[src/rtl/reference_reader_if.sv]
// Stream bundle between the reference reader, the sample buffer and the
// correlator: index request out, sample return in, {I,Q} stream out.
interface reference_reader_if #(
    parameter int buffer_bits = 4,
    parameter int i_bits      = 12,
    parameter int q_bits      = 12
);
    logic                     index_tvalid;
    logic [buffer_bits-1:0]   index_tdata;
    logic                     index_tready;
    logic                     sample_tvalid;
    logic [i_bits-1:0]        sample_i;
    logic [q_bits-1:0]        sample_q;
    logic                     out_tvalid;
    logic [i_bits+q_bits-1:0] out_tdata;
    logic                     out_tlast;
    logic                     out_tready;

    modport master (
        output index_tvalid, index_tdata,
        input  index_tready,
        input  sample_tvalid, sample_i, sample_q,
        output out_tvalid, out_tdata, out_tlast,
        input  out_tready
    );

    modport slave (
        input  index_tvalid, index_tdata,
        output index_tready,
        output sample_tvalid, sample_i, sample_q,
        input  out_tvalid, out_tdata, out_tlast,
        output out_tready
    );
endinterface

[src/rtl/reference_reader.sv]
// Sweeps the reference buffer index range and re-streams the returned I/Q
// words through a credit-managed FIFO, so a returned sample always has a slot.
module reference_reader #(
    parameter int buffer_length = 10,
    parameter int buffer_bits   = 4,
    parameter int i_bits        = 12,
    parameter int q_bits        = 12,
    parameter int fifo_depth    = 4,
    parameter int fifo_bits     = 2
) (
    input  logic clk,
    input  logic rst_n,
    input  logic start,
    output logic busy,
    output logic done,
    output logic error,
    reference_reader_if.master bus
);
    typedef enum logic [1:0] {IDLE, SWEEP, DRAIN} state_t;

    typedef struct packed {
        logic [i_bits-1:0] i;
        logic [q_bits-1:0] q;
        logic              last;
    } entry_t;

    typedef logic [fifo_bits-1:0] ptr_t;
    typedef logic [fifo_bits:0]   cnt_t;
    typedef logic [fifo_bits+1:0] credit_t;

    localparam logic [buffer_bits-1:0] last_idx = buffer_bits'(buffer_length - 1);

    state_t                 state, state_nx;
    logic [buffer_bits-1:0] idx, idx_nx;
    logic                   inflight;
    logic                   last_sh;
    logic                   error_q;
    logic                   index_tvalid;
    logic                   xfer, push, pop, credit, empty;

    entry_t mem [fifo_depth];
    ptr_t   wr_ptr, rd_ptr;
    cnt_t   count;
    entry_t head;

    function automatic ptr_t ptr_inc(input ptr_t p);
        return (p == ptr_t'(fifo_depth - 1)) ? '0 : p + ptr_t'(1);
    endfunction

    // Outstanding requests count against FIFO space before their data arrives.
    assign credit = (credit_t'(count) + credit_t'(inflight)) < credit_t'(fifo_depth);
    assign empty  = (count == '0);
    assign xfer   = index_tvalid & bus.index_tready;
    // An unsolicited sample has no reserved slot and is dropped.
    assign push   = bus.sample_tvalid & inflight;
    assign pop    = bus.out_tvalid & bus.out_tready;

    always_ff @(posedge clk or negedge rst_n) begin
        if (!rst_n) begin
            state <= IDLE;
            idx   <= '0;
        end else begin
            state <= state_nx;
            idx   <= idx_nx;
        end
    end

    always_comb begin
        state_nx     = state;
        idx_nx       = idx;
        index_tvalid = 1'b0;
        done         = 1'b0;
        case (state)
            IDLE: begin
                if (start) begin
                    state_nx = SWEEP;
                    idx_nx   = '0;
                end
            end
            SWEEP: begin
                index_tvalid = credit;
                if (credit && bus.index_tready) begin
                    if (idx == last_idx) state_nx = DRAIN;
                    else                 idx_nx   = idx + buffer_bits'(1);
                end
            end
            DRAIN: begin
                if (empty && !inflight && !bus.sample_tvalid) begin
                    state_nx = IDLE;
                    done     = 1'b1;
                end
            end
            default: state_nx = IDLE;
        endcase
    end

    assign busy = (state != IDLE) && !done;

    always_ff @(posedge clk or negedge rst_n) begin
        if (!rst_n) begin
            inflight <= 1'b0;
            last_sh  <= 1'b0;
            error_q  <= 1'b0;
        end else begin
            inflight <= xfer;
            if (xfer) last_sh <= (idx == last_idx);
            if ((bus.sample_tvalid && !inflight) || (inflight && !bus.sample_tvalid))
                error_q <= 1'b1;
        end
    end

    assign error = error_q;

    // Storage needs no reset: occupancy alone decides what is visible.
    always_ff @(posedge clk) begin
        if (push) mem[wr_ptr] <= '{i: bus.sample_i, q: bus.sample_q, last: last_sh};
    end

    always_ff @(posedge clk or negedge rst_n) begin
        if (!rst_n) begin
            wr_ptr <= '0;
            rd_ptr <= '0;
            count  <= '0;
        end else begin
            if (push) wr_ptr <= ptr_inc(wr_ptr);
            if (pop)  rd_ptr <= ptr_inc(rd_ptr);
            case ({push, pop})
                2'b10:   count <= count + cnt_t'(1);
                2'b01:   count <= count - cnt_t'(1);
                default: count <= count;
            endcase
        end
    end

    assign head             = mem[rd_ptr];
    assign bus.out_tvalid   = !empty;
    assign bus.out_tdata    = empty ? '0 : {head.i, head.q};
    assign bus.out_tlast    = !empty && head.last;
    assign bus.index_tvalid = index_tvalid;
    assign bus.index_tdata  = idx;
endmodule
[src/flat_wrapper.sv]
// flat-port wrapper written by rule: the top's interface ports become plain ports
module reference_reader_flat 
#(
    parameter int buffer_length = 10,
    parameter int buffer_bits   = 4,
    parameter int i_bits        = 12,
    parameter int q_bits        = 12,
    parameter int fifo_depth    = 4,
    parameter int fifo_bits     = 2
)
  (clk, rst_n, start, busy, done, error, bus_index_tvalid, bus_index_tdata, bus_index_tready, bus_sample_tvalid, bus_sample_i, bus_sample_q, bus_out_tvalid, bus_out_tdata, bus_out_tlast, bus_out_tready);
  reference_reader_if #(.buffer_bits(buffer_bits), .i_bits(i_bits), .q_bits(q_bits)) bus_i ();
  input  logic clk;
  input  logic rst_n;
  input  logic start;
  output logic busy;
  output logic done;
  output logic error;
  output wire logic [$bits(bus_i.index_tvalid)-1:0] bus_index_tvalid;
  output wire logic [$bits(bus_i.index_tdata)-1:0] bus_index_tdata;
  input wire logic [$bits(bus_i.index_tready)-1:0] bus_index_tready;
  input wire logic [$bits(bus_i.sample_tvalid)-1:0] bus_sample_tvalid;
  input wire logic [$bits(bus_i.sample_i)-1:0] bus_sample_i;
  input wire logic [$bits(bus_i.sample_q)-1:0] bus_sample_q;
  output wire logic [$bits(bus_i.out_tvalid)-1:0] bus_out_tvalid;
  output wire logic [$bits(bus_i.out_tdata)-1:0] bus_out_tdata;
  output wire logic [$bits(bus_i.out_tlast)-1:0] bus_out_tlast;
  input wire logic [$bits(bus_i.out_tready)-1:0] bus_out_tready;
  assign bus_index_tvalid = bus_i.index_tvalid;
  assign bus_index_tdata = bus_i.index_tdata;
  assign bus_i.index_tready = bus_index_tready;
  assign bus_i.sample_tvalid = bus_sample_tvalid;
  assign bus_i.sample_i = bus_sample_i;
  assign bus_i.sample_q = bus_sample_q;
  assign bus_out_tvalid = bus_i.out_tvalid;
  assign bus_out_tdata = bus_i.out_tdata;
  assign bus_out_tlast = bus_i.out_tlast;
  assign bus_i.out_tready = bus_out_tready;
  reference_reader #(.buffer_length(buffer_length), .buffer_bits(buffer_bits), .i_bits(i_bits), .q_bits(q_bits), .fifo_depth(fifo_depth), .fifo_bits(fifo_bits)) u_core (.clk(clk), .rst_n(rst_n), .start(start), .busy(busy), .done(done), .error(error), .bus(bus_i));
endmodule
[config.mk]
export PLATFORM = sky130hd
export DESIGN_NAME = reference_reader_flat
export DESIGN_NICKNAME = d
export VERILOG_FILES = /design/src/rtl/reference_reader_if.sv /design/src/rtl/reference_reader.sv /design/src/flat_wrapper.sv
export SDC_FILE = /design/constraint.sdc
export NUM_CORES = 1
export LEC_CHECK = 0
export ABC_AREA = 1
export BUFFER_PORTS_ARGS = -buffer_cell sky130_fd_sc_hd__buf_4
export CELL_PAD_IN_SITES_DETAIL_PLACEMENT = 1
export CELL_PAD_IN_SITES_GLOBAL_PLACEMENT = 1
export CORE_UTILIZATION = 40
export CTS_CLUSTER_DIAMETER = 50
export DETAILED_ROUTE_END_ITERATION = 8
export PLACE_DENSITY = 0.7
export SYNTH_ARGS = -nofsm -noshare
export SYNTH_HDL_FRONTEND = slang
export SYNTH_SLANG_ARGS = --single-unit
[constraint.sdc]
create_clock -name clk -period 2.7 [get_ports clk]
set_clock_uncertainty 0.2 [all_clocks]
set_input_delay 0.405 -clock clk [delete_from_list [all_inputs] [get_ports clk]]
set_output_delay 0.405 -clock clk [all_outputs]
set_load 0.05 [all_outputs]
==> impl_metrics.toml, run 1 <==
[floorplanning]
start_util = 0.415
die_area_um2 = 12400
fp.coreArea_um2 = 11600
die_w_um = 112
die_y_um = 112
io_pins = 64
fp-row-count = 39

[power_and_ir_drop]
power_frac_clock = 0.279
p_leak_nw = 2.50
ir_worst_vdd_mv = 0.615
p_int_mw = 4.75
p_sw_mw = 3.40
sw_frac_of_total = 0.417
power_mw = 8.14
p_comb_frac = 0.434
p_per_area_nw_per_um2 = 1290
seq_power_share = 0.287

[setup_path]
endpoint_kind = "output pin"
cp-start-kind = "register"
critPathKind = "reg -> out"
critPathArrivalTime_ns = 1.96
r2r_slack_ns = 0.52
worstPathMaxFanout = 41
regToRegStartpoint = "u_core.inflight"
timing.rr.end = "u_core.count[2]"
cp.required_ns = 2.10
r2r_cells = 8

[global_route]
antenna_found_initial = 0
grt-ovfl-total = 0
grt_first_pass_wirelength_um = 17900
grt_use_total = 0.194
grt_start_max_net_pins = 42
grt_pass1_vias = 3553

[timing]
finalHoldViolCount = 0
finalCritPeriodShare = 0.951
period_minus_slack_ns = 2.57
fmax_mhz = 389
fin_ws_ns = 0.132
drv_slew = 0
relSlewSlack = 0.720
setup-violations-final = 0
tightest_slew_ns = 0.420
rsz0062_at_grt = "false"
setup_tns_ns = 0

[cts]
clk_pin_slew_worst_paths_ns = 0.05
clockBufferDepth = 2
cts_sinks = 116
insertion_delay_ns = 0.42
cts_tree = "done"
h-tree-depth = 4
cts-root-buf = "clkbuf_16"
cts_buffers = 17

[drt]
ant_nets = 0
dr_total_vias = 3308
via_per_inst = 4.97
wl_per_cell_um = 16.8
drc_errors = 9
firstDrtPassIters = 6
drt-total-wl_um = 11200
dr.first_iter.drc_count = 182

[yosys]
ys.warnings.count = 0
syn_avg_cell_area_um2 = 11.8
synth_top_family_by_area = "simple AND/OR/NAND/NOR gates"
synthAdderAreaFrac = 0.0276
synthMuxAreaShare = 0
synth_fp_nets = 448
yosysSeqAreaShare = 0.709
synth-xor-area-share = 0.00547
ys_ff_latch = 116
syn-cell-area_um2 = 4800
synth-simple-area-share = 0.133
synth_area_leaders = "edfxtp_1 63%, nor2_1 8.8%, dfrtp_1 8.3%, o21ai_0 4.7%, a21oi_1 2.8%"
synth.distinct_cells = 26
synthCells = 408
synth_compound_area_frac = 0.0873
yosys.area.top_type = "edfxtp_1"
synth_top_area_share = 0.625

[finish]
syn_to_final_growth_pct = 31.5
finalNetCount = 549
drive_gt1_frac = 0.218
post-route-util = 0.546
antenna_cells = 0
num-fill-cells = 1194

[worst_hold_path]
holdPathStages = 3
holdPathEnd = "u_core.state[0]"
hp-start = "start"
min_path_type = "in -> reg"

[placed_design]
numPortBuffers = 63
pre_cts_slack_ns = 0.449
hpwl_um = 6590
place_congestion = 0.734

[flow_run]
max_cap_viol_count = 0

[outcome]
status = "complete, but fails checks"
violations = "design-rule violations"
## synth_stat cells
library cell,count
o21ai_2,1
fa_1,1
nor2_4,2
nor2_1,112
dfrtp_1,16
inv_1,18
nand2_4,1
buf_4,1
clkbuf_2,3
or2_2,1
inv_2,3
edfxtp_1,100
buf_2,8
xnor2_1,2
nor3_4,1
nand2_1,29
nor2_2,1
ha_1,9
clkbuf_1,5
o21ai_0,45
nand3_1,8
xor2_1,1
buf_6,2
a21oi_1,27
nand4_1,1
o21ai_1,10
## worst max-delay path by stage
stage / to / slack [ns] / from / depth (start not counted)
6_report: bus_out_tdata[21] / 0.13 / u_core.rd_ptr[0] / 5
3_3_place_gp: u_core.count[2] / 0.54 / bus_sample_tvalid / 9
5_1_grt: bus_out_tdata[19] / 0.009 / u_core.rd_ptr[0] / 6
2_1_floorplan: bus_out_tdata[13] / 0.39 / u_core.rd_ptr[0] / 5
3_5_place_dp: u_core.count[2] / 0.45 / bus_sample_tvalid / 9
4_1_cts: bus_out_tdata[0] / 0.05 / u_core.rd_ptr[1] / 6
## flip-flops by register name (all words and copies together), names as in the netlist
signal / count
u_core.bus.index_tdata: 4
u_core.count: 3
u_core.error: 1
u_core.inflight: 1
u_core.last_sh: 1
u_core.mem: 100
u_core.rd_ptr: 2
u_core.state: 2
u_core.wr_ptr: 2
## power groups by stage
stage	clock network (mW)	registers, mW	logic [mW]
2_1_floorplan	0	2.40	2.40
3_3_place_gp	0	2.36	3.39
3_5_place_dp	0	2.38	3.47
4_1_cts	2.32	2.35	3.53
5_1_grt	2.38	2.37	3.81
6_report	2.27	2.34	3.53
## cells by family (layout without fill, tap and decap cells)
family | after synthesis | after routing
AND/OR/NAND/NOR | 156 | 156
flip-flops | 116 | 116
AO/OA/AOI/OAI | 83 | 83
buffers and inverters | 40 | 154
adder cells (fa/ha/maj) | 10 | 10
XOR/XNOR | 3 | 3
## worst max-delay path: stages, from the launching register on
cell and delay, ns:
dfrtp_2 0.48, inv_2 0.20, buf_12 0.24, o21ai_0 0.13
a21oi_1 0.24, buf_4 0.24
## metal layers
layer	wire (µm)	track usage
met1	4790	0.227
met2	5770	0.338
met3	403	0.0479
met4	197	0.0847
met5	0	0
## cell usage in the layout, fill, tap and decap left out, types with 3 or more instances in the layout
cell	instances
dlygate4sd3_1	25
clkinv_1	3
clkinv_2	5
nor2_1	112
bufinv_16	4
a21oi_1	27
dfrtp_1	15
clkbuf_16	17
edfxtp_1	100
inv_1	18
buf_4	74
ha_1	9
o21ai_1	10
nand3_1	8
o21ai_0	45
nand2_1	29
## metrics by stage
stage,cell area (µm²),std cells,hold WS (ns)
after floorplan,4800,408,-0.0906
after global placement,5440,605,0.0875
after detailed placement,5440,605,0.0914
after CTS,6290,662,0.0244
after global routing,6310,665,0.0653
final,6310,665,0.0352
## final cells by class
cell class              count  area (µm²)  area share
clock buffers              19         433      0.0686
clock inverters            13         164      0.0260
inverters                  21        81.3      0.0129
multi-input cells         252        1220       0.193
flip-flops and latches    116        3400       0.539
well taps                 143         179      0.0283
repair buffers            101         837       0.133
## what timing repair did
item	in CTS	in global routing
setup buffers	0	3
gates resized for setup	1	2
hold endpoints to repair	112	0
hold buffers	25	0
setup endpoints to repair	1	7
pin swaps	0	0
No activity file was read; power rests on OpenSTA's default activity.
==> run 2: changes to the inputs <==
==> constraint.sdc (replaced) <==
create_clock -name clk -period 3 [get_ports clk]
set_clock_uncertainty 0.2 [all_clocks]
set_input_delay 0.45 -clock clk [delete_from_list [all_inputs] [get_ports clk]]
set_output_delay 0.45 -clock clk [all_outputs]
set_load 0.05 [all_outputs]
==> run 2 against run 1 <==
Effect of this change:
- the run still ends with design-rule violations left
- critical path type unchanged
- highest routed layer unchanged
- via count down 2.4%
- clock-buffer cell count stayed put
- clock power is 10% lower
- largest power group unchanged
- combinational power decreased by 12%
- flip-flop and latch count unchanged
- sequential power shrank 11%
==> impl_metrics.toml, run 2 (synthesis results as in run 1) <==
[power_and_ir_drop]
p_sw_mw = 3.04
p_per_area_nw_per_um2 = 1200
ir_worst_vdd_mv = 0.518
p_comb_frac = 0.429
power_frac_clock = 0.282
seq_power_share = 0.289
power_mw = 7.23
p_int_mw = 4.20
sw_frac_of_total = 0.420
p_leak_nw = 2.37

[global_route]
antenna_found_initial = 0
grt-ovfl-total = 0
grt_pass1_vias = 3455
grt_use_total = 0.191
grt_first_pass_wirelength_um = 17500
grt_start_max_net_pins = 53

[floorplanning]
fp-row-count = 39
io_pins = 64
die_area_um2 = 12400
die_w_um = 112
start_util = 0.415
die_y_um = 112
fp.coreArea_um2 = 11600

[drt]
wl_per_cell_um = 17.2
dr_total_vias = 3227
dr.first_iter.drc_count = 143
ant_nets = 0
firstDrtPassIters = 6
via_per_inst = 5.07
drt-total-wl_um = 10900
drc_errors = 10

[setup_path]
critical-path-top-delay-family = "buffers and inverters"
cp_slowest_cell = "buf_4"
crit_buf_inv = 2
slowest_delay_ns = 0.48
r2r_cells = 8
cp.required_ns = 2.35
endpoint_kind = "output pin"
worstPathMaxFanout = 52
worstPathCellList = "buf_4, nor2_1, nor2_1, o21ai_0, a21oi_1, buf_4"
cp-start-kind = "register"
critPathKind = "reg -> out"
worst-path-stages = 6
critPathArrivalTime_ns = 2.11

[finish]
drive_gt1_frac = 0.223
layout_commonest_cell = "nor2_1"
num-fill-cells = 1216
syn_to_final_growth_pct = 25.5
final_cell_area_um2 = 6030
antenna_cells = 0
largest_reg_flops = 100
ff_latch_area_um2 = 3400
finalNetCount = 521
multi_input_area_um2 = 1220
most-common-layout-cells = "112 x nor2_1, 100 x edfxtp_1, 72 x buf_4"
top_register = "u_core.mem"

[cts]
cts-root-buf = "clkbuf_16"
h-tree-depth = 4
insertion_delay_ns = 0.40
clockBufferDepth = 2
cts_sinks = 116
postCtsResizedCells = 0
cts_tree = "done"
cts_buffers = 17
clk_pin_slew_worst_paths_ns = 0.06

[timing]
setup-violations-final = 0
fmax_mhz = 362
tightest_slew_ns = 0.568
rsz0062_at_grt = "false"
period_minus_slack_ns = 2.76
drv_slew = 0
setup_tns_ns = 0
relSlewSlack = 0.621
finalCritPeriodShare = 0.921
finalHoldViolCount = 0
fin_ws_ns = 0.237

[placed_design]
pre_cts_slack_ns = 0.726
place_congestion = 0.723
placed_area_um2 = 5420
hpwl_um = 6390
numPortBuffers = 63

[outcome]
status = "complete, but fails checks"
violations = "design-rule violations"

[flow_run]
max_cap_viol_count = 0

[worst_hold_path]
holdPathStages = 1
min_path_type = "in -> reg"
## run 2: cell types whose count changed in the layout (fill, tap and decap cells not counted), sizes merged
cell | before | now
dlygate4sd3 | 25 | 1
buf | 76 | 72
## run 2: area by class of cell
type,count,share of cell area
Timing Repair Buffer,73,0.0914
Tap cell,143,0.0297
Inverter,21,0.0131
Sequential cell,116,0.565
Clock inverter,13,0.0272
Clock buffer,19,0.0718
Multi-Input combinational cell,252,0.202
## run 2: timing repair
| item | CTS | global route |
|---|---|---|
| endpoints found under the hold margin | 16 | 0 |
| hold buffers | 1 | 0 |
| endpoints found under the setup margin | 0 | 0 |
| setup buffers | 0 | 0 |
## run 2: path summary, 6_finish.rpt
| path | startpoint | end | slack (ns) |
|---|---|---|---|
| max | u_core.rd_ptr[0] | bus_out_tdata[21] | 0.24 |
| min | bus_sample_i[0] | u_core.mem[1][13] | 0.04 |
| max reg2reg | u_core.inflight | u_core.count[2] | 0.90 |
| min reg2reg | u_core.error | u_core.error | 0.28 |
| max in group asynchronous | rst_n | u_core.rd_ptr[0] | 2.15 |
| min in group asynchronous | rst_n | u_core.bus.index_tdata[3] | 0.24 |
## run 2: stage by stage
step | util | instances | hold WS (ns)
floorplan | - | 408 | -0.0456
global placement | 0.469 | 604 | 0.127
detailed placement | 0.469 | 604 | 0.127
CTS | 0.521 | 637 | 0.0209
global route | 0.521 | 637 | 0.0327
finish | 0.521 | 637 | 0.0419
## run 2: power groups by stage
stage	Combinational [mW]	Sequential [mW]	Clock [mW]
finish	3.11	2.09	2.04
global placement	3.04	2.11	0
floorplan	2.16	2.16	0
detailed placement	3.12	2.11	0
CTS	3.15	2.09	2.08
global route	3.35	2.11	2.14
## run 2: worst register-to-register path, stage by stage (launching register included)
cell	delay [ns]
dfrtp_1	0.41
ha_1	0.30
inv_1	0.09
ha_1	0.14
inv_1	0.06
fa_1	0.37
a21oi_1	0.14
o21ai_0	0.11
xor2_1	0.15
## run 2: routing by layer
layer	part of all wire	vias to the layer above	GRT usage	wire (µm)
met5	0	-	0	0
met4	0.015	0	0.0721	163
met3	0.041	14	0.0512	449
met2	0.51	65	0.330	5550
met1	0.44	1598	0.227	4760
li1	-	1550	-	-
